**src/rtl/mmu_rsp_collector_pkg.sv**
```systemverilog
// Shared widths, response records and fail-reason codes for the MMU response return path.
package mmu_rsp_collector_pkg;

  localparam int REQ_ID_WIDTH       = 8;
  localparam int ALL_PAGE_IDX_WIDTH = 12;
  localparam int FAIL_REASON_WIDTH  = 3;
  localparam int RSP_PEND_DEPTH     = 4;

  typedef enum logic [FAIL_REASON_WIDTH-1:0] {
    FR_NONE       = 3'd0,
    FR_EQUAL_ZERO = 3'd1,
    FR_OVER_4KB   = 3'd2,
    FR_NO_SPACE   = 3'd3,
    FR_BAD_ID     = 3'd4
  } fail_reason_e;

  typedef struct packed {
    logic [REQ_ID_WIDTH-1:0]       id;
    logic [ALL_PAGE_IDX_WIDTH-1:0] page_idx;
    logic                          fail;
    logic [FAIL_REASON_WIDTH-1:0]  reason;
  } alloc_rsp_t;

  typedef struct packed {
    logic [REQ_ID_WIDTH-1:0]      id;
    logic                         fail;
    logic [FAIL_REASON_WIDTH-1:0] reason;
  } free_rsp_t;

endpackage

```
**src/rtl/mmu_rsp_collector_if.sv**
```systemverilog
// Source pulses, rsp-fifo write ports and status of the response collector.
interface mmu_rsp_collector_if
  import mmu_rsp_collector_pkg::*;
#(
  parameter int PEND_PTR_WIDTH = $clog2(RSP_PEND_DEPTH)
);
  logic                          disp_alloc_valid;
  logic [REQ_ID_WIDTH-1:0]       disp_alloc_id;
  logic [ALL_PAGE_IDX_WIDTH-1:0] disp_alloc_page_idx;
  logic                          disp_alloc_fail;
  logic [FAIL_REASON_WIDTH-1:0]  disp_alloc_fail_reason;
  logic                          fdt_alloc_valid;
  logic [REQ_ID_WIDTH-1:0]       fdt_alloc_id;
  logic [ALL_PAGE_IDX_WIDTH-1:0] fdt_alloc_page_idx;
  logic                          fdt_alloc_fail;
  logic [FAIL_REASON_WIDTH-1:0]  fdt_alloc_fail_reason;
  logic                          alloc_rsp_write_en;
  logic [REQ_ID_WIDTH-1:0]       alloc_rsp_id;
  logic [ALL_PAGE_IDX_WIDTH-1:0] alloc_rsp_page_idx;
  logic                          alloc_rsp_fail;
  logic [FAIL_REASON_WIDTH-1:0]  alloc_rsp_fail_reason;
  logic                          alloc_rsp_fifo_full;

  logic                          disp_free_valid;
  logic [REQ_ID_WIDTH-1:0]       disp_free_id;
  logic                          disp_free_fail;
  logic [FAIL_REASON_WIDTH-1:0]  disp_free_fail_reason;
  logic                          or_tree_free_valid;
  logic [REQ_ID_WIDTH-1:0]       or_tree_free_id;
  logic                          or_tree_free_fail;
  logic [FAIL_REASON_WIDTH-1:0]  or_tree_free_fail_reason;
  logic                          free_rsp_write_en;
  logic [REQ_ID_WIDTH-1:0]       free_rsp_id;
  logic                          free_rsp_fail;
  logic [FAIL_REASON_WIDTH-1:0]  free_rsp_fail_reason;
  logic                          free_rsp_fifo_full;

  logic                          err_clr;
  logic                          alloc_overflow;
  logic                          free_overflow;
  logic [PEND_PTR_WIDTH:0]       alloc_pend_count;
  logic [PEND_PTR_WIDTH:0]       free_pend_count;

  modport slave (
    input  disp_alloc_valid, disp_alloc_id, disp_alloc_page_idx, disp_alloc_fail, disp_alloc_fail_reason,
    input  fdt_alloc_valid, fdt_alloc_id, fdt_alloc_page_idx, fdt_alloc_fail, fdt_alloc_fail_reason,
    input  alloc_rsp_fifo_full,
    output alloc_rsp_write_en, alloc_rsp_id, alloc_rsp_page_idx, alloc_rsp_fail, alloc_rsp_fail_reason,
    input  disp_free_valid, disp_free_id, disp_free_fail, disp_free_fail_reason,
    input  or_tree_free_valid, or_tree_free_id, or_tree_free_fail, or_tree_free_fail_reason,
    input  free_rsp_fifo_full,
    output free_rsp_write_en, free_rsp_id, free_rsp_fail, free_rsp_fail_reason,
    input  err_clr,
    output alloc_overflow, free_overflow, alloc_pend_count, free_pend_count
  );

  modport master (
    output disp_alloc_valid, disp_alloc_id, disp_alloc_page_idx, disp_alloc_fail, disp_alloc_fail_reason,
    output fdt_alloc_valid, fdt_alloc_id, fdt_alloc_page_idx, fdt_alloc_fail, fdt_alloc_fail_reason,
    output alloc_rsp_fifo_full,
    input  alloc_rsp_write_en, alloc_rsp_id, alloc_rsp_page_idx, alloc_rsp_fail, alloc_rsp_fail_reason,
    output disp_free_valid, disp_free_id, disp_free_fail, disp_free_fail_reason,
    output or_tree_free_valid, or_tree_free_id, or_tree_free_fail, or_tree_free_fail_reason,
    output free_rsp_fifo_full,
    input  free_rsp_write_en, free_rsp_id, free_rsp_fail, free_rsp_fail_reason,
    output err_clr,
    input  alloc_overflow, free_overflow, alloc_pend_count, free_pend_count
  );
endinterface

```
**src/rtl/mmu_rsp_collector_rsp_pend_queue.sv**
```systemverilog
// 2-write/1-read pending queue; accepted writes always land in memory, and the head
// bypasses same-cycle writes when empty so a lone pulse drains without an extra cycle.
module rsp_pend_queue #(
  parameter int DATA_WIDTH = 8,
  parameter int PEND_DEPTH = 4,
  localparam int PW = $clog2(PEND_DEPTH)
) (
  input  logic                  clk,
  input  logic                  rst_n,
  input  logic                  i_wr0_vld,
  input  logic [DATA_WIDTH-1:0] i_wr0_data,
  input  logic                  i_wr1_vld,
  input  logic [DATA_WIDTH-1:0] i_wr1_data,
  input  logic                  i_full,
  output logic                  o_pop,
  output logic [DATA_WIDTH-1:0] o_head,
  output logic [PW:0]           o_count,
  output logic                  o_drop
);
  logic [DATA_WIDTH-1:0] r_mem [PEND_DEPTH];
  logic [PW-1:0]         r_wr_ptr, r_rd_ptr;
  logic [PW:0]           r_count;
  logic                  w_empty, w_acc0, w_acc1;
  logic [PW:0]           w_free, w_nacc;

  // A pop from a non-empty queue never depends on this cycle's writes, so it can
  // free a slot for them without a combinational loop.
  assign w_empty = (r_count == '0);
  assign w_free  = (PW+1)'(PEND_DEPTH) - r_count + (PW+1)'(!w_empty && !i_full);
  assign w_acc0  = i_wr0_vld && (w_free != '0);
  assign w_acc1  = i_wr1_vld && (w_free > (PW+1)'(w_acc0));
  assign w_nacc  = (PW+1)'(w_acc0) + (PW+1)'(w_acc1);
  assign o_pop   = !i_full && (!w_empty || w_acc0 || w_acc1);
  assign o_head  = !w_empty ? r_mem[r_rd_ptr] : (w_acc0 ? i_wr0_data : i_wr1_data);
  assign o_drop  = (i_wr0_vld && !w_acc0) || (i_wr1_vld && !w_acc1);
  assign o_count = r_count;

  always_ff @(posedge clk or negedge rst_n) begin
    if (!rst_n) begin
      r_wr_ptr <= '0;
      r_rd_ptr <= '0;
      r_count  <= '0;
      for (int i = 0; i < PEND_DEPTH; i++) r_mem[i] <= '0;
    end else begin
      if (w_acc0) r_mem[r_wr_ptr] <= i_wr0_data;
      if (w_acc1) r_mem[r_wr_ptr + PW'(w_acc0)] <= i_wr1_data;
      r_wr_ptr <= r_wr_ptr + w_nacc[PW-1:0];
      r_rd_ptr <= r_rd_ptr + PW'(o_pop);
      r_count  <= r_count + w_nacc - (PW+1)'(o_pop);
    end
  end
endmodule

```
**src/rtl/mmu_rsp_collector.sv**
```systemverilog
// Merges dispatcher rejects with fdt/or_tree results into the alloc and free rsp fifos.
module mmu_rsp_collector
  import mmu_rsp_collector_pkg::*;
#(
  parameter int PEND_DEPTH     = RSP_PEND_DEPTH,
  parameter int PEND_PTR_WIDTH = $clog2(PEND_DEPTH)
) (
  input  logic                 clk,
  input  logic                 rst_n,
  mmu_rsp_collector_if.slave   bus
);
  alloc_rsp_t              w_a_disp, w_a_fdt, w_a_head, r_a_data;
  free_rsp_t               w_f_disp, w_f_ort, w_f_head, r_f_data;
  logic                    w_a_pop, w_a_drop, w_f_pop, w_f_drop;
  logic                    r_a_we, r_f_we, r_a_ovf, r_f_ovf;
  logic [PEND_PTR_WIDTH:0] w_a_count, w_f_count;

  assign w_a_disp = '{id: bus.disp_alloc_id, page_idx: bus.disp_alloc_page_idx,
                      fail: bus.disp_alloc_fail, reason: bus.disp_alloc_fail_reason};
  assign w_a_fdt  = '{id: bus.fdt_alloc_id, page_idx: bus.fdt_alloc_page_idx,
                      fail: bus.fdt_alloc_fail, reason: bus.fdt_alloc_fail_reason};
  assign w_f_disp = '{id: bus.disp_free_id, fail: bus.disp_free_fail,
                      reason: bus.disp_free_fail_reason};
  assign w_f_ort  = '{id: bus.or_tree_free_id, fail: bus.or_tree_free_fail,
                      reason: bus.or_tree_free_fail_reason};

  rsp_pend_queue #(.DATA_WIDTH($bits(alloc_rsp_t)), .PEND_DEPTH(PEND_DEPTH)) u_alloc_q (
    .clk, .rst_n,
    .i_wr0_vld (bus.disp_alloc_valid), .i_wr0_data(w_a_disp),
    .i_wr1_vld (bus.fdt_alloc_valid),  .i_wr1_data(w_a_fdt),
    .i_full    (bus.alloc_rsp_fifo_full),
    .o_pop     (w_a_pop), .o_head(w_a_head), .o_count(w_a_count), .o_drop(w_a_drop)
  );

  rsp_pend_queue #(.DATA_WIDTH($bits(free_rsp_t)), .PEND_DEPTH(PEND_DEPTH)) u_free_q (
    .clk, .rst_n,
    .i_wr0_vld (bus.disp_free_valid),    .i_wr0_data(w_f_disp),
    .i_wr1_vld (bus.or_tree_free_valid), .i_wr1_data(w_f_ort),
    .i_full    (bus.free_rsp_fifo_full),
    .o_pop     (w_f_pop), .o_head(w_f_head), .o_count(w_f_count), .o_drop(w_f_drop)
  );

  // Data is zeroed on idle cycles so the fifo never sees stale fields; a drop beats err_clr.
  always_ff @(posedge clk or negedge rst_n) begin
    if (!rst_n) begin
      r_a_we   <= 1'b0;
      r_a_data <= '0;
      r_a_ovf  <= 1'b0;
      r_f_we   <= 1'b0;
      r_f_data <= '0;
      r_f_ovf  <= 1'b0;
    end else begin
      r_a_we   <= w_a_pop;
      r_a_data <= w_a_pop ? w_a_head : '0;
      r_a_ovf  <= w_a_drop | (r_a_ovf & ~bus.err_clr);
      r_f_we   <= w_f_pop;
      r_f_data <= w_f_pop ? w_f_head : '0;
      r_f_ovf  <= w_f_drop | (r_f_ovf & ~bus.err_clr);
    end
  end

  assign bus.alloc_rsp_write_en    = r_a_we;
  assign bus.alloc_rsp_id          = r_a_data.id;
  assign bus.alloc_rsp_page_idx    = r_a_data.page_idx;
  assign bus.alloc_rsp_fail        = r_a_data.fail;
  assign bus.alloc_rsp_fail_reason = r_a_data.reason;
  assign bus.free_rsp_write_en     = r_f_we;
  assign bus.free_rsp_id           = r_f_data.id;
  assign bus.free_rsp_fail         = r_f_data.fail;
  assign bus.free_rsp_fail_reason  = r_f_data.reason;
  assign bus.alloc_overflow        = r_a_ovf;
  assign bus.free_overflow         = r_f_ovf;
  assign bus.alloc_pend_count      = w_a_count;
  assign bus.free_pend_count       = w_f_count;
endmodule

```
**src/flat_wrapper.sv**
```systemverilog
// flat-port wrapper written by rule: the top's interface ports become plain ports
module mmu_rsp_collector_flat import mmu_rsp_collector_pkg::*;
#(
  parameter int PEND_DEPTH     = RSP_PEND_DEPTH,
  parameter int PEND_PTR_WIDTH = $clog2(PEND_DEPTH)
)
  (clk, rst_n, bus_disp_alloc_valid, bus_disp_alloc_id, bus_disp_alloc_page_idx, bus_disp_alloc_fail, bus_disp_alloc_fail_reason, bus_fdt_alloc_valid, bus_fdt_alloc_id, bus_fdt_alloc_page_idx, bus_fdt_alloc_fail, bus_fdt_alloc_fail_reason, bus_alloc_rsp_fifo_full, bus_alloc_rsp_write_en, bus_alloc_rsp_id, bus_alloc_rsp_page_idx, bus_alloc_rsp_fail, bus_alloc_rsp_fail_reason, bus_disp_free_valid, bus_disp_free_id, bus_disp_free_fail, bus_disp_free_fail_reason, bus_or_tree_free_valid, bus_or_tree_free_id, bus_or_tree_free_fail, bus_or_tree_free_fail_reason, bus_free_rsp_fifo_full, bus_free_rsp_write_en, bus_free_rsp_id, bus_free_rsp_fail, bus_free_rsp_fail_reason, bus_err_clr, bus_alloc_overflow, bus_free_overflow, bus_alloc_pend_count, bus_free_pend_count);
  mmu_rsp_collector_if #(.PEND_PTR_WIDTH(PEND_PTR_WIDTH)) bus_i ();
  input  logic clk;
  input  logic rst_n;
  input wire logic [$bits(bus_i.disp_alloc_valid)-1:0] bus_disp_alloc_valid;
  input wire logic [$bits(bus_i.disp_alloc_id)-1:0] bus_disp_alloc_id;
  input wire logic [$bits(bus_i.disp_alloc_page_idx)-1:0] bus_disp_alloc_page_idx;
  input wire logic [$bits(bus_i.disp_alloc_fail)-1:0] bus_disp_alloc_fail;
  input wire logic [$bits(bus_i.disp_alloc_fail_reason)-1:0] bus_disp_alloc_fail_reason;
  input wire logic [$bits(bus_i.fdt_alloc_valid)-1:0] bus_fdt_alloc_valid;
  input wire logic [$bits(bus_i.fdt_alloc_id)-1:0] bus_fdt_alloc_id;
  input wire logic [$bits(bus_i.fdt_alloc_page_idx)-1:0] bus_fdt_alloc_page_idx;
  input wire logic [$bits(bus_i.fdt_alloc_fail)-1:0] bus_fdt_alloc_fail;
  input wire logic [$bits(bus_i.fdt_alloc_fail_reason)-1:0] bus_fdt_alloc_fail_reason;
  input wire logic [$bits(bus_i.alloc_rsp_fifo_full)-1:0] bus_alloc_rsp_fifo_full;
  output wire logic [$bits(bus_i.alloc_rsp_write_en)-1:0] bus_alloc_rsp_write_en;
  output wire logic [$bits(bus_i.alloc_rsp_id)-1:0] bus_alloc_rsp_id;
  output wire logic [$bits(bus_i.alloc_rsp_page_idx)-1:0] bus_alloc_rsp_page_idx;
  output wire logic [$bits(bus_i.alloc_rsp_fail)-1:0] bus_alloc_rsp_fail;
  output wire logic [$bits(bus_i.alloc_rsp_fail_reason)-1:0] bus_alloc_rsp_fail_reason;
  input wire logic [$bits(bus_i.disp_free_valid)-1:0] bus_disp_free_valid;
  input wire logic [$bits(bus_i.disp_free_id)-1:0] bus_disp_free_id;
  input wire logic [$bits(bus_i.disp_free_fail)-1:0] bus_disp_free_fail;
  input wire logic [$bits(bus_i.disp_free_fail_reason)-1:0] bus_disp_free_fail_reason;
  input wire logic [$bits(bus_i.or_tree_free_valid)-1:0] bus_or_tree_free_valid;
  input wire logic [$bits(bus_i.or_tree_free_id)-1:0] bus_or_tree_free_id;
  input wire logic [$bits(bus_i.or_tree_free_fail)-1:0] bus_or_tree_free_fail;
  input wire logic [$bits(bus_i.or_tree_free_fail_reason)-1:0] bus_or_tree_free_fail_reason;
  input wire logic [$bits(bus_i.free_rsp_fifo_full)-1:0] bus_free_rsp_fifo_full;
  output wire logic [$bits(bus_i.free_rsp_write_en)-1:0] bus_free_rsp_write_en;
  output wire logic [$bits(bus_i.free_rsp_id)-1:0] bus_free_rsp_id;
  output wire logic [$bits(bus_i.free_rsp_fail)-1:0] bus_free_rsp_fail;
  output wire logic [$bits(bus_i.free_rsp_fail_reason)-1:0] bus_free_rsp_fail_reason;
  input wire logic [$bits(bus_i.err_clr)-1:0] bus_err_clr;
  output wire logic [$bits(bus_i.alloc_overflow)-1:0] bus_alloc_overflow;
  output wire logic [$bits(bus_i.free_overflow)-1:0] bus_free_overflow;
  output wire logic [$bits(bus_i.alloc_pend_count)-1:0] bus_alloc_pend_count;
  output wire logic [$bits(bus_i.free_pend_count)-1:0] bus_free_pend_count;
  assign bus_i.disp_alloc_valid = bus_disp_alloc_valid;
  assign bus_i.disp_alloc_id = bus_disp_alloc_id;
  assign bus_i.disp_alloc_page_idx = bus_disp_alloc_page_idx;
  assign bus_i.disp_alloc_fail = bus_disp_alloc_fail;
  assign bus_i.disp_alloc_fail_reason = bus_disp_alloc_fail_reason;
  assign bus_i.fdt_alloc_valid = bus_fdt_alloc_valid;
  assign bus_i.fdt_alloc_id = bus_fdt_alloc_id;
  assign bus_i.fdt_alloc_page_idx = bus_fdt_alloc_page_idx;
  assign bus_i.fdt_alloc_fail = bus_fdt_alloc_fail;
  assign bus_i.fdt_alloc_fail_reason = bus_fdt_alloc_fail_reason;
  assign bus_i.alloc_rsp_fifo_full = bus_alloc_rsp_fifo_full;
  assign bus_alloc_rsp_write_en = bus_i.alloc_rsp_write_en;
  assign bus_alloc_rsp_id = bus_i.alloc_rsp_id;
  assign bus_alloc_rsp_page_idx = bus_i.alloc_rsp_page_idx;
  assign bus_alloc_rsp_fail = bus_i.alloc_rsp_fail;
  assign bus_alloc_rsp_fail_reason = bus_i.alloc_rsp_fail_reason;
  assign bus_i.disp_free_valid = bus_disp_free_valid;
  assign bus_i.disp_free_id = bus_disp_free_id;
  assign bus_i.disp_free_fail = bus_disp_free_fail;
  assign bus_i.disp_free_fail_reason = bus_disp_free_fail_reason;
  assign bus_i.or_tree_free_valid = bus_or_tree_free_valid;
  assign bus_i.or_tree_free_id = bus_or_tree_free_id;
  assign bus_i.or_tree_free_fail = bus_or_tree_free_fail;
  assign bus_i.or_tree_free_fail_reason = bus_or_tree_free_fail_reason;
  assign bus_i.free_rsp_fifo_full = bus_free_rsp_fifo_full;
  assign bus_free_rsp_write_en = bus_i.free_rsp_write_en;
  assign bus_free_rsp_id = bus_i.free_rsp_id;
  assign bus_free_rsp_fail = bus_i.free_rsp_fail;
  assign bus_free_rsp_fail_reason = bus_i.free_rsp_fail_reason;
  assign bus_i.err_clr = bus_err_clr;
  assign bus_alloc_overflow = bus_i.alloc_overflow;
  assign bus_free_overflow = bus_i.free_overflow;
  assign bus_alloc_pend_count = bus_i.alloc_pend_count;
  assign bus_free_pend_count = bus_i.free_pend_count;
  mmu_rsp_collector #(.PEND_DEPTH(PEND_DEPTH), .PEND_PTR_WIDTH(PEND_PTR_WIDTH)) u_core (.clk(clk), .rst_n(rst_n), .bus(bus_i));
endmodule
```
**config.mk**
```make
export PLATFORM = sky130hd
export DESIGN_NAME = mmu_rsp_collector_flat
export DESIGN_NICKNAME = d
export VERILOG_FILES = /design/src/rtl/mmu_rsp_collector_pkg.sv /design/src/rtl/mmu_rsp_collector_if.sv /design/src/rtl/mmu_rsp_collector_rsp_pend_queue.sv /design/src/rtl/mmu_rsp_collector.sv /design/src/flat_wrapper.sv
export SDC_FILE = /design/constraint.sdc
export NUM_CORES = 1
export LEC_CHECK = 0
export BUFFER_PORTS_ARGS = -buffer_cell sky130_fd_sc_hd__buf_2
export CORE_MARGIN = 1.5
export CORE_UTILIZATION = 45
export CTS_CLUSTER_SIZE = 10
export DETAILED_ROUTE_END_ITERATION = 12
export PLACE_DENSITY = 0.72
export SLEW_MARGIN = 30
export SYNTH_ARGS = -nofsm -noshare
export SYNTH_HDL_FRONTEND = slang
export SYNTH_SLANG_ARGS = --single-unit
```
**constraint.sdc**
```tcl
create_clock -name clk -period 5.1 [get_ports clk]
set_input_delay 0.765 -clock clk [delete_from_list [all_inputs] [get_ports clk]]
set_output_delay 0.765 -clock clk [all_outputs]
set_load 0.02 [all_outputs]
```
==> run metrics, run 1 <==
RSZ-0062 raised after global routing=false; R2R Setup Slk=between 0.7 and 0.8 ns; vias per cell=around 5.6; Mapped Nets=~900; CP Max Fanout=5; die area=approximately 0.025 mm2; Cells after Synth=~790; hold_buf cts=0; Placeable Area=~0.024 mm2; FFs w/ async S/R, synth=1.00; largest family of logic cells by synthesized area=multiplexers; final number of setup-violating endpoints=0; register bit total from synthesis=between 150 and 200; CTS tree=built; clock-pin slew on the worst setup and hold paths=around 0.080 ns; number of I/O port buffers=approximately 130; setup bufs post-CTS=0; Residual DRC=0; top_reg_cell synth=dfrtp_1; relative slew slack=0.408; dpl ws=between 0.4 and 0.5 ns; fin crit period=between 4 and 5 ns; Slew @ Worst Pin=about 0.9 ns; status=finished, final reports clean; Post-DRT Antenna Nets=0; Pre-Repair DR Iteration Count=4; Worst Path Class, Setup=flip-flop to flip-flop; top-count cell post-synth=mux2_2; R2R cell count=21; Total GRT Usage=0.208; Synth Area in Simple Gates=0.0277; drt wl/cell=a little over 20 um; Placed Area=~0.012 mm2; largest net degree at the start of global routing=roughly 100; switching power=3.23 mW; startpoint types=flip-flop; nets@finish=around 1,000; Reg2Reg Launch Point=u_core.u_alloc_q.o_count[2]; clock sinks=198; initial DRC count=between 300 and 400; Slew Viols, Final=0; CP Capture Type=flip-flop; max_cap viols=0; Compound-Gate Fraction of Synth Area=0.0361; ratio of cells with drive above 1 in the final layout=0.568; Avg Cell Area, Syn=14.0 um2; Period Utilization, post-route=0.860; cell taking the most area after synthesis=dfrtp_1; final wirelength=roughly 25 mm; XOR/XNOR Fraction of Synth Area=0.0157; Sw Share=0.357; peak supply drop=between 0.0003 and 0.0004 V; post-route setup TNS=0 ns; initial antenna violation count=4; initial core utilization=0.455; fin cells=around 1,200; synthesis-to-layout area growth=15.1%; utilization after layout=0.524; post-synthesis mux area share=0.414; worst-skew pair later-pin latency=roughly 0.44 ns; Post-Syn Area=0.0110 mm2; number of global-route vias before repair=7,423; Final GP Congestion=0.801; worst hold slack=0.383 ns; DPL Wire Length=~15 mm; Distinct cells, synth=35; worst path required time=5.41 ns; yosys warns=0; H-tree depth=4; row count=57; Synth top area share=0.450; PwrDens=between 700 and 800 mW/mm2; class of the worst hold path=input pin to async pin; total design power=roughly 9.1 mW; Final Hold Vio Count=0; clock root cell=clkbuf_16; Adder-Cell Fraction of Synth Area=0.0264; clock buffer depth=2; combinational share of power=0.522; clock share of power=0.156; Filler cells=approximately 2,000; CP endpoint=u_core.u_alloc_q.o_count[2]; register area share after synthesis=0.450; register share of total power=0.322; Post-synth EDFFs=0; LEAKAGE=roughly 5.7 nW; global-route wire length before repair=between 40 and 50 mm; grt ovf=0; internal power=5.83 mW; Ports=about 130; Die H=approximately 160 um; Synth area leaders=dfrtp_1 (45%), mux2_2 (25%), mux4_2 (7.4%); fmax=around 0.23 GHz; via count=approximately 6,900; CTS Buf Count=17; Setup crit start=u_core.u_alloc_q.o_count[2]; Resized Gates After CTS=0; die width=159 um; Critical Path AT=4.70 ns; Worst Skew=roughly 0.014 ns; most frequent cells after synthesis=mux2_2 (248), dfrtp_1 (198), nor2_1 (42), mux2_4 (40), a211oi_1 (37); Final WS setup=a little over 0.7 ns; reg2reg end=u_core.u_alloc_q.o_count[2]; design area=between 0.01 and 0.015 mm2; Placed Instances=~1,200
[cell families after synthesis]
family	after synthesis
buffers and inverters	70
AOI/OAI and AO/OA	52
DFF	198
adders and majority gates	22
and+or+nand+nor	68
muxes	360
xor gates and xnor gates	18
[cell type report]
type,count,area (um2),share of cell area
multi-input combinational,520,5800,0.457
sequential,198,4960,0.391
clock buffer,17,425,0.0336
timing repair buffer,145,807,0.0637
inverter,20,75.1,0.00592
clock inverter,15,205,0.0162
antenna,1,2.50,0.000197
tap,324,405,0.0320
[cell usage in the layout, fill, tap and decap left out, types with 3 or more instances in the layout]
master / instances
mux4_2: 36
a211oi_1: 36
buf_2: 125
clkinv_4: 3
a21oi_2: 4
mux2i_1: 36
ha_1: 20
buf_4: 17
mux2_4: 40
clkbuf_16: 17
xnor2_1: 11
or3_1: 4
nand3_1: 6
mux2_2: 248
xor2_1: 5
clkinv_8: 5
inv_8: 3
dfrtp_1: 197
inv_1: 20
nor2_1: 42
nor2b_1: 4
[layer usage]
metal / vias up / wire (um) / GRT usage
met5: - / 33 / 0
met3: 42 / 1060 / 0.0451
met2: 172 / 12100 / 0.349
met4: 6 / 423 / 0.0600
li1: 3145 / - / -
met1: 3526 / 11400 / 0.271
[flip-flops by register name, summed over array words and instances (netlist names)]
signal                            count
u_core.bus.free_rsp_id                8
u_core.bus.alloc_rsp_id               8
u_core.bus.free_overflow              1
u_core.bus.free_rsp_write_en          1
u_core.u_free_q.r_mem                48
u_core.u_alloc_q.r_rd_ptr             2
u_core.bus.alloc_rsp_fail_reason      3
u_core.u_alloc_q.r_mem               96
u_core.bus.alloc_overflow             1
u_core.u_free_q.r_rd_ptr              2
u_core.bus.alloc_rsp_page_idx        12
u_core.bus.free_rsp_fail_reason       3
u_core.u_alloc_q.o_count              3
u_core.u_alloc_q.r_wr_ptr             2
u_core.bus.alloc_rsp_write_en         1
u_core.bus.alloc_rsp_fail             1
u_core.u_free_q.o_count               3
u_core.bus.free_rsp_fail              1
u_core.u_free_q.r_wr_ptr              2
[worst min path at each step]
| stage | slack [ns] | cells after the start | endpoint |
|---|---|---|---|
| 3_3_place_gp | 0.60 | 2 | u_core.u_alloc_q.r_mem[65] |
| 3_5_place_dp | 0.61 | 2 | u_core.u_free_q.r_mem[13] |
| 2_1_floorplan | 0.46 | 1 | u_core.u_alloc_q.r_rd_ptr[0] |
| 6_report | 0.38 | 1 | u_core.bus.alloc_rsp_fail_reason[0] |
| 4_1_cts | 0.44 | 1 | u_core.bus.alloc_rsp_fail_reason[0] |
| 5_1_grt | 0.46 | 1 | u_core.bus.alloc_rsp_fail_reason[0] |
[power groups by stage]
stage	Sequential (mW)	Clock [mW]	Combinational [mW]
CTS	2.92	1.45	4.78
global route	3.02	1.51	5.16
global placement	2.92	0	4.63
finish	2.92	1.41	4.73
detailed placement	2.95	0	4.76
floorplan	2.86	0	3.78
[critical path, stage by stage, from the launching register on]
cell and delay [ns]:
dfrtp_1 0.53, nor3_4 0.08, or2_2 0.28, ha_1 0.18
inv_1 0.05, ha_1 0.25, nand2b_1 0.24, o21ai_4 0.16
inv_1 0.09, ha_1 0.29, nor2_1 0.06, o31ai_2 0.34
inv_1 0.14, ha_1 0.32, inv_1 0.05, ha_1 0.26
inv_1 0.05, ha_1 0.12, inv_1 0.05, fa_1 0.43
xor2_1 0.16, xnor2_1 0.12
No activity file was read; power rests on OpenSTA's default activity.
==> run 2: changes to the inputs <==
--- a/config.mk
+++ b/config.mk
@@ -5,12 +5,13 @@
 export SDC_FILE = /design/constraint.sdc
 export NUM_CORES = 1
 export LEC_CHECK = 0
-export BUFFER_PORTS_ARGS = -buffer_cell sky130_fd_sc_hd__buf_2
+export BUFFER_PORTS_ARGS = -buffer_cell sky130_fd_sc_hd__buf_4
 export CORE_MARGIN = 1.5
 export CORE_UTILIZATION = 45
 export CTS_CLUSTER_SIZE = 10
 export DETAILED_ROUTE_END_ITERATION = 12
 export PLACE_DENSITY = 0.72
+export SKIP_LAST_GASP = 1
 export SLEW_MARGIN = 30
 export SYNTH_ARGS = -nofsm -noshare
 export SYNTH_HDL_FRONTEND = slang
==> run 2 against run 1 <==
Sequential share of layout area is 0.88 points lower. Cell area is 2.3% higher. First-iteration DRC count decreased by 9.2%. Combinational power up 2%. Count of clock-buffer cells in the layout increased by 1. Core utilization is 1.2 points higher. Critical path depth shrank 1. Fmax shrank 1.9%. Die area did not move. Critical path type unchanged. Critical endpoint is now u_core.u_free_q.o_count[2]. Largest cell class unchanged.
==> run metrics, run 2 (synthesis results as in run 1) <==
largest net degree at the start of global routing=121; nets@finish=1,007; LEAKAGE=5.77 nW; clock sinks=approximately 200; DPL Wire Length=about 15 mm; RSZ-0062 raised after global routing=false; R2R cell count=20; vias per cell=between 5 and 6; startpoint types=flip-flop; Slew Viols, Final=0; Worst Skew=0.0190 ns; hold_buf cts=0; most frequent cells in the layout=mux2_2 (248), dfrtp_1 (197), buf_4 (144); initial core utilization=0.455; Post-DRT Antenna Nets=0; clock buffer depth=2; Final GP Congestion=between 0.7 and 0.8; CTS Buf Count=17; worst path required time=5.45 ns; R2R Setup Slk=0.63 ns; Reg2Reg Launch Point=u_core.u_free_q.o_count[2]; Placed Area=approximately 0.012 mm2; CP Max Fanout=5; Worst Path Class, Setup=flip-flop to flip-flop; global-route wire length before repair=approximately 40 mm; number of global-route vias before repair=approximately 7,200; Ports=roughly 130; total design power=slightly above 9 mW; clock-pin slew on the worst setup and hold paths=0.07 ns; Total GRT Usage=0.204; initial DRC count=337; post-route setup TNS=0 ns; Pre-Repair DR Iteration Count=4; Residual DRC=0; H-tree depth=4; status=finished, final reports clean; PwrDens=700 mW/mm2; setup bufs post-CTS=0; ratio of cells with drive above 1 in the final layout=0.567; initial antenna violation count=0; relative slew slack=0.409; Largest register FFs=96; max_cap viols=0; Reg with most FFs=u_core.u_alloc_q.r_mem; Placeable Area=0.0242 mm2; number of I/O port buffers=126; Final Hold Vio Count=0; grt ovf=0; CTS tree=built; peak supply drop=about 0.00029 V; Die H=159 um; worst-skew pair later-pin latency=0.44 ns; die area=~0.025 mm2; die width=about 160 um; drt wl/cell=20.0 um; synthesis-to-layout area growth=17.7%; fin crit period=about 4.5 ns; Period Utilization, post-route=0.876; final number of setup-violating endpoints=0; utilization after layout=0.536; class of the worst hold path=input pin to async pin; worst hold slack=around 0.35 ns; Critical Path AT=about 4.8 ns; clock root cell=clkbuf_16; commonest non-fill, non-tap cell in the layout=mux2_2; fmax=approximately 0.22 GHz; Ant. Diodes=0; via count=slightly below 7,000; reg2reg end=u_core.u_free_q.o_count[2]; final wirelength=~25 mm; Resized Gates After CTS=0; Slew @ Worst Pin=slightly below 0.9 ns; design area=0.0130 mm2; CP Capture Type=flip-flop; row count=between 50 and 60
## run 2: layout make-up
| type | instances | area, um2 |
|---|---|---|
| well taps | 324 | 405 |
| clock buffers | 18 | 429 |
| inverters | 20 | 75.1 |
| flip-flops and latches | 198 | 4960 |
| multi-input cells | 520 | 5790 |
| repair buffers | 147 | 1130 |
| clock inverters | 14 | 170 |
| fillers | 2026 | 11200 |
## run 2: where the power goes
group | internal [mW] | switching (mW) | total, mW | leakage [nW]
Combinational | 2.83 | 2.00 | 4.83 | 3.10
Sequential | 2.38 | 0.525 | 2.91 | 2.37
Clock | 0.667 | 0.677 | 1.34 | 0.292
## run 2: worst max path at each step
stage,start,end
2_1_floorplan,u_core.u_free_q.o_count[2],u_core.u_free_q.o_count[2]
3_3_place_gp,bus_free_rsp_fifo_full,u_core.u_free_q.o_count[2]
4_1_cts,u_core.u_free_q.o_count[2],u_core.u_free_q.o_count[2]
3_5_place_dp,bus_free_rsp_fifo_full,u_core.u_free_q.o_count[2]
5_1_grt,u_core.u_free_q.o_count[2],u_core.u_free_q.o_count[2]
6_report,u_core.u_free_q.o_count[2],u_core.u_free_q.o_count[2]
## run 2: stage by stage
step	cells	setup slack (ns)
floorplan	788	0.0173
global placement	1209	0.506
detailed placement	1209	0.365
CTS	1241	0.632
global route	1241	0.348
finish	1241	0.632
## run 2: critical path, stage by stage (launching register included)
cell	delay, ns
dfrtp_1	0.52
nor3_4	0.08
or2_2	0.28
ha_1	0.18
inv_1	0.05
ha_1	0.25
nand2b_1	0.20
o21ai_2	0.15
inv_1	0.09
ha_1	0.28
nor2_1	0.05
o31ai_1	0.47
inv_1	0.16
ha_1	0.33
inv_1	0.05
ha_1	0.26
inv_1	0.04
ha_1	0.19
fa_1	0.44
xnor2_1	0.19
xnor2_1	0.13
## run 2: layer usage
layer,vias to the layer above,share of wire,GRT usage
met5,-,0,0
met4,0,0.0085,0.0467
met3,14,0.041,0.0393
met2,130,0.50,0.349
met1,3515,0.45,0.269
li1,3156,-,-
==> run 3: changes to the inputs <==
--- a/config.mk
+++ b/config.mk
@@ -5,12 +5,12 @@
 export SDC_FILE = /design/constraint.sdc
 export NUM_CORES = 1
 export LEC_CHECK = 0
-export BUFFER_PORTS_ARGS = -buffer_cell sky130_fd_sc_hd__buf_4
-export CORE_MARGIN = 1.5
+export CORE_MARGIN = 2
 export CORE_UTILIZATION = 45
 export CTS_CLUSTER_SIZE = 10
 export DETAILED_ROUTE_END_ITERATION = 12
-export PLACE_DENSITY = 0.72
+export DONT_BUFFER_PORTS = 1
+export PLACE_DENSITY = 0.67
 export SKIP_LAST_GASP = 1
 export SLEW_MARGIN = 30
 export SYNTH_ARGS = -nofsm -noshare
==> run 3 against run 2 <==
Via count is 6.7% lower. Largest power group unchanged. Combinational power down 10%. Sequential cell count did not move. Cell count shrank 10%. Highest routed layer unchanged. Critical path type unchanged. Cell area is 7.4% lower. Clock skew shrank 0.0017 ns. First-iteration DRC count decreased by 10%. Count of clock-buffer cells in the layout unchanged. Fmax shrank 4.5%. Register-to-register slack lost 0.21 ns. Sequential power increased by 7%. Global-route usage decreased by 0.37 points.
==> run metrics, run 3 (synthesis results as in run 1) <==
status=finished, final reports clean; Critical Path AT=5.03 ns; met2 Use GR=0.339; most frequent cells in the layout=mux2_2 (248), dfrtp_1 (197), nor2_1 (42); peak supply drop=between 0.0003 and 0.0004 V; reg2reg end=u_core.u_free_q.o_count[2]; post-route setup TNS=0 ns; final number of setup-violating endpoints=0; clock-pin slew on the worst setup and hold paths=around 0.080 ns; CTS tree=built; clock buffer depth=2; Worst Path Class, Setup=flip-flop to flip-flop; Final GP Congestion=0.785; setup bufs post-CTS=0; crit-path leading delay family=adder cells; Slew Viols, Final=0; row count=57; Worst path max stage delay=roughly 0.63 ns; Post-DRT Antenna Nets=0; Total GRT Usage=0.200; Reg with most FFs=u_core.u_alloc_q.r_mem; hold_buf cts=0; worst-skew pair later-pin latency=~0.44 ns; die width=about 160 um; fmax=between 0.2 and 0.25 GHz; WP buf/inv=4; total design power=8.82 mW; R2R Setup Slk=0.42 ns; drt wl/cell=between 20 and 25 um; DPL Wire Length=between 15 and 20 mm; crit path cell chain=nor3_4, or2_2, ha_1, inv_1, ha_1, nand2b_1, o21ai_2, inv_1, ha_1, nor2_1, o31ai_1, a31o_2, inv_1, ha_1, inv_1, ha_1, fa_1, xnor2_1, xnor2_1; via count=around 6,400; R2R cell count=19; Residual DRC=0; most used cell, CP=ha_1; final wirelength=24.9 mm; Period Utilization, post-route=0.917; Ports=approximately 130; PwrDens=approximately 730 mW/mm2; ratio of cells with drive above 1 in the final layout=0.497; initial DRC count=303; CP Max Fanout=13; RSZ-0062 raised after global routing=false; synthesis-to-layout area growth=9.06%; Ant. Diodes=0; gr busiest metal=met2; Worst Skew=~0.017 ns; Slew @ Worst Pin=a little over 0.9 ns; max_cap viols=0; Reg2Reg Launch Point=u_core.u_free_q.o_count[2]; clock root cell=clkbuf_16; GR met1 Demand/Resource=0.263; startpoint types=flip-flop; initial antenna violation count=0; number of I/O port buffers=0; relative slew slack=0.392; clock sinks=a little under 200; Placeable Area=between 0.02 and 0.025 mm2; fin crit period=around 4.7 ns; global-route wire length before repair=39.8 mm; Largest register FFs=96; number of global-route vias before repair=6,969; vias per cell=5.71; grt ovf=0; initial core utilization=0.455; die area=about 0.026 mm2; largest net degree at the start of global routing=slightly below 200; Final Hold Vio Count=0; Slowest-stage cell, CP=dfrtp_1; CTS Buf Count=17; Die H=around 160 um; CP Capture Type=flip-flop; Pre-Repair DR Iteration Count=4; met3 GRT Util=0.0473; LEAKAGE=around 5 nW; Resized Gates After CTS=0; worst path required time=5.45 ns; H-tree depth=4; nets@finish=about 880; commonest non-fill, non-tap cell in the layout=mux2_2; class of the worst hold path=input pin to async pin
run 3: cell types whose count changed in the layout (fill, tap and decap cells not counted):
cell / change
buf_4: -126
a21oi_2: -2
clkinv_4: +2
a21oi_4: +1
a21oi_1: +1
inv_8: +1
clkbuf_1: -1
buf_12: -1
clkinv_8: +1
inv_6: -4
run 3: layout make-up:
class                      instances  area (um2)
fill                            2058       12200
multi-input combinational        520        5800
sequential                       198        4960
clock buffer                      18         439
tap                              324         405
clock inverter                    14         180
timing repair buffer              19         155
inverter                          20        75.1
run 3: routing by layer:
metal / routed length (um) / up-vias / share of wire
li1: - / 2901 / -
met1: 11300 / 3300 / 0.45
met2: 12200 / 137 / 0.49
met3: 1210 / 21 / 0.049
met4: 221 / 0 / 0.0089
met5: 0 / - / 0
run 3: per-stage QoR:
stage / setup WS (ns) / instances / util / cell area (um2) / hold slack, ns
finish: 0.421 / 1113 / 0.497 / 12000 / 0.0287
global route: 0.0780 / 1113 / 0.497 / 12000 / 0.0208
CTS: 0.380 / 1113 / 0.496 / 12000 / 0.00489
detailed placement: 0.354 / 1081 / 0.471 / 11400 / 0.482
global placement: 0.434 / 1081 / 0.471 / 11400 / 0.478
floorplan: 0.0173 / 788 / - / 11000 / 0.464
run 3: worst max path at each step:
stage / startpoint / endpoint / slack, ns / depth (start not counted)
3_3_place_gp: bus_free_rsp_fifo_full / u_core.u_free_q.o_count[2] / 0.43 / 18
4_1_cts: u_core.u_free_q.o_count[2] / u_core.u_free_q.o_count[2] / 0.38 / 19
3_5_place_dp: bus_free_rsp_fifo_full / u_core.u_free_q.o_count[2] / 0.35 / 18
6_report: u_core.u_free_q.o_count[2] / u_core.u_free_q.o_count[2] / 0.42 / 19
5_1_grt: u_core.u_free_q.o_count[2] / u_core.u_free_q.o_count[2] / 0.08 / 19
2_1_floorplan: u_core.u_free_q.o_count[2] / u_core.u_free_q.o_count[2] / 0.02 / 22
run 3: power by group:
part           switching (mW)  leakage [nW]  internal, mW
combinational            1.73          2.47          2.61
clock                   0.701         0.301         0.682
sequential              0.713          2.37          2.38
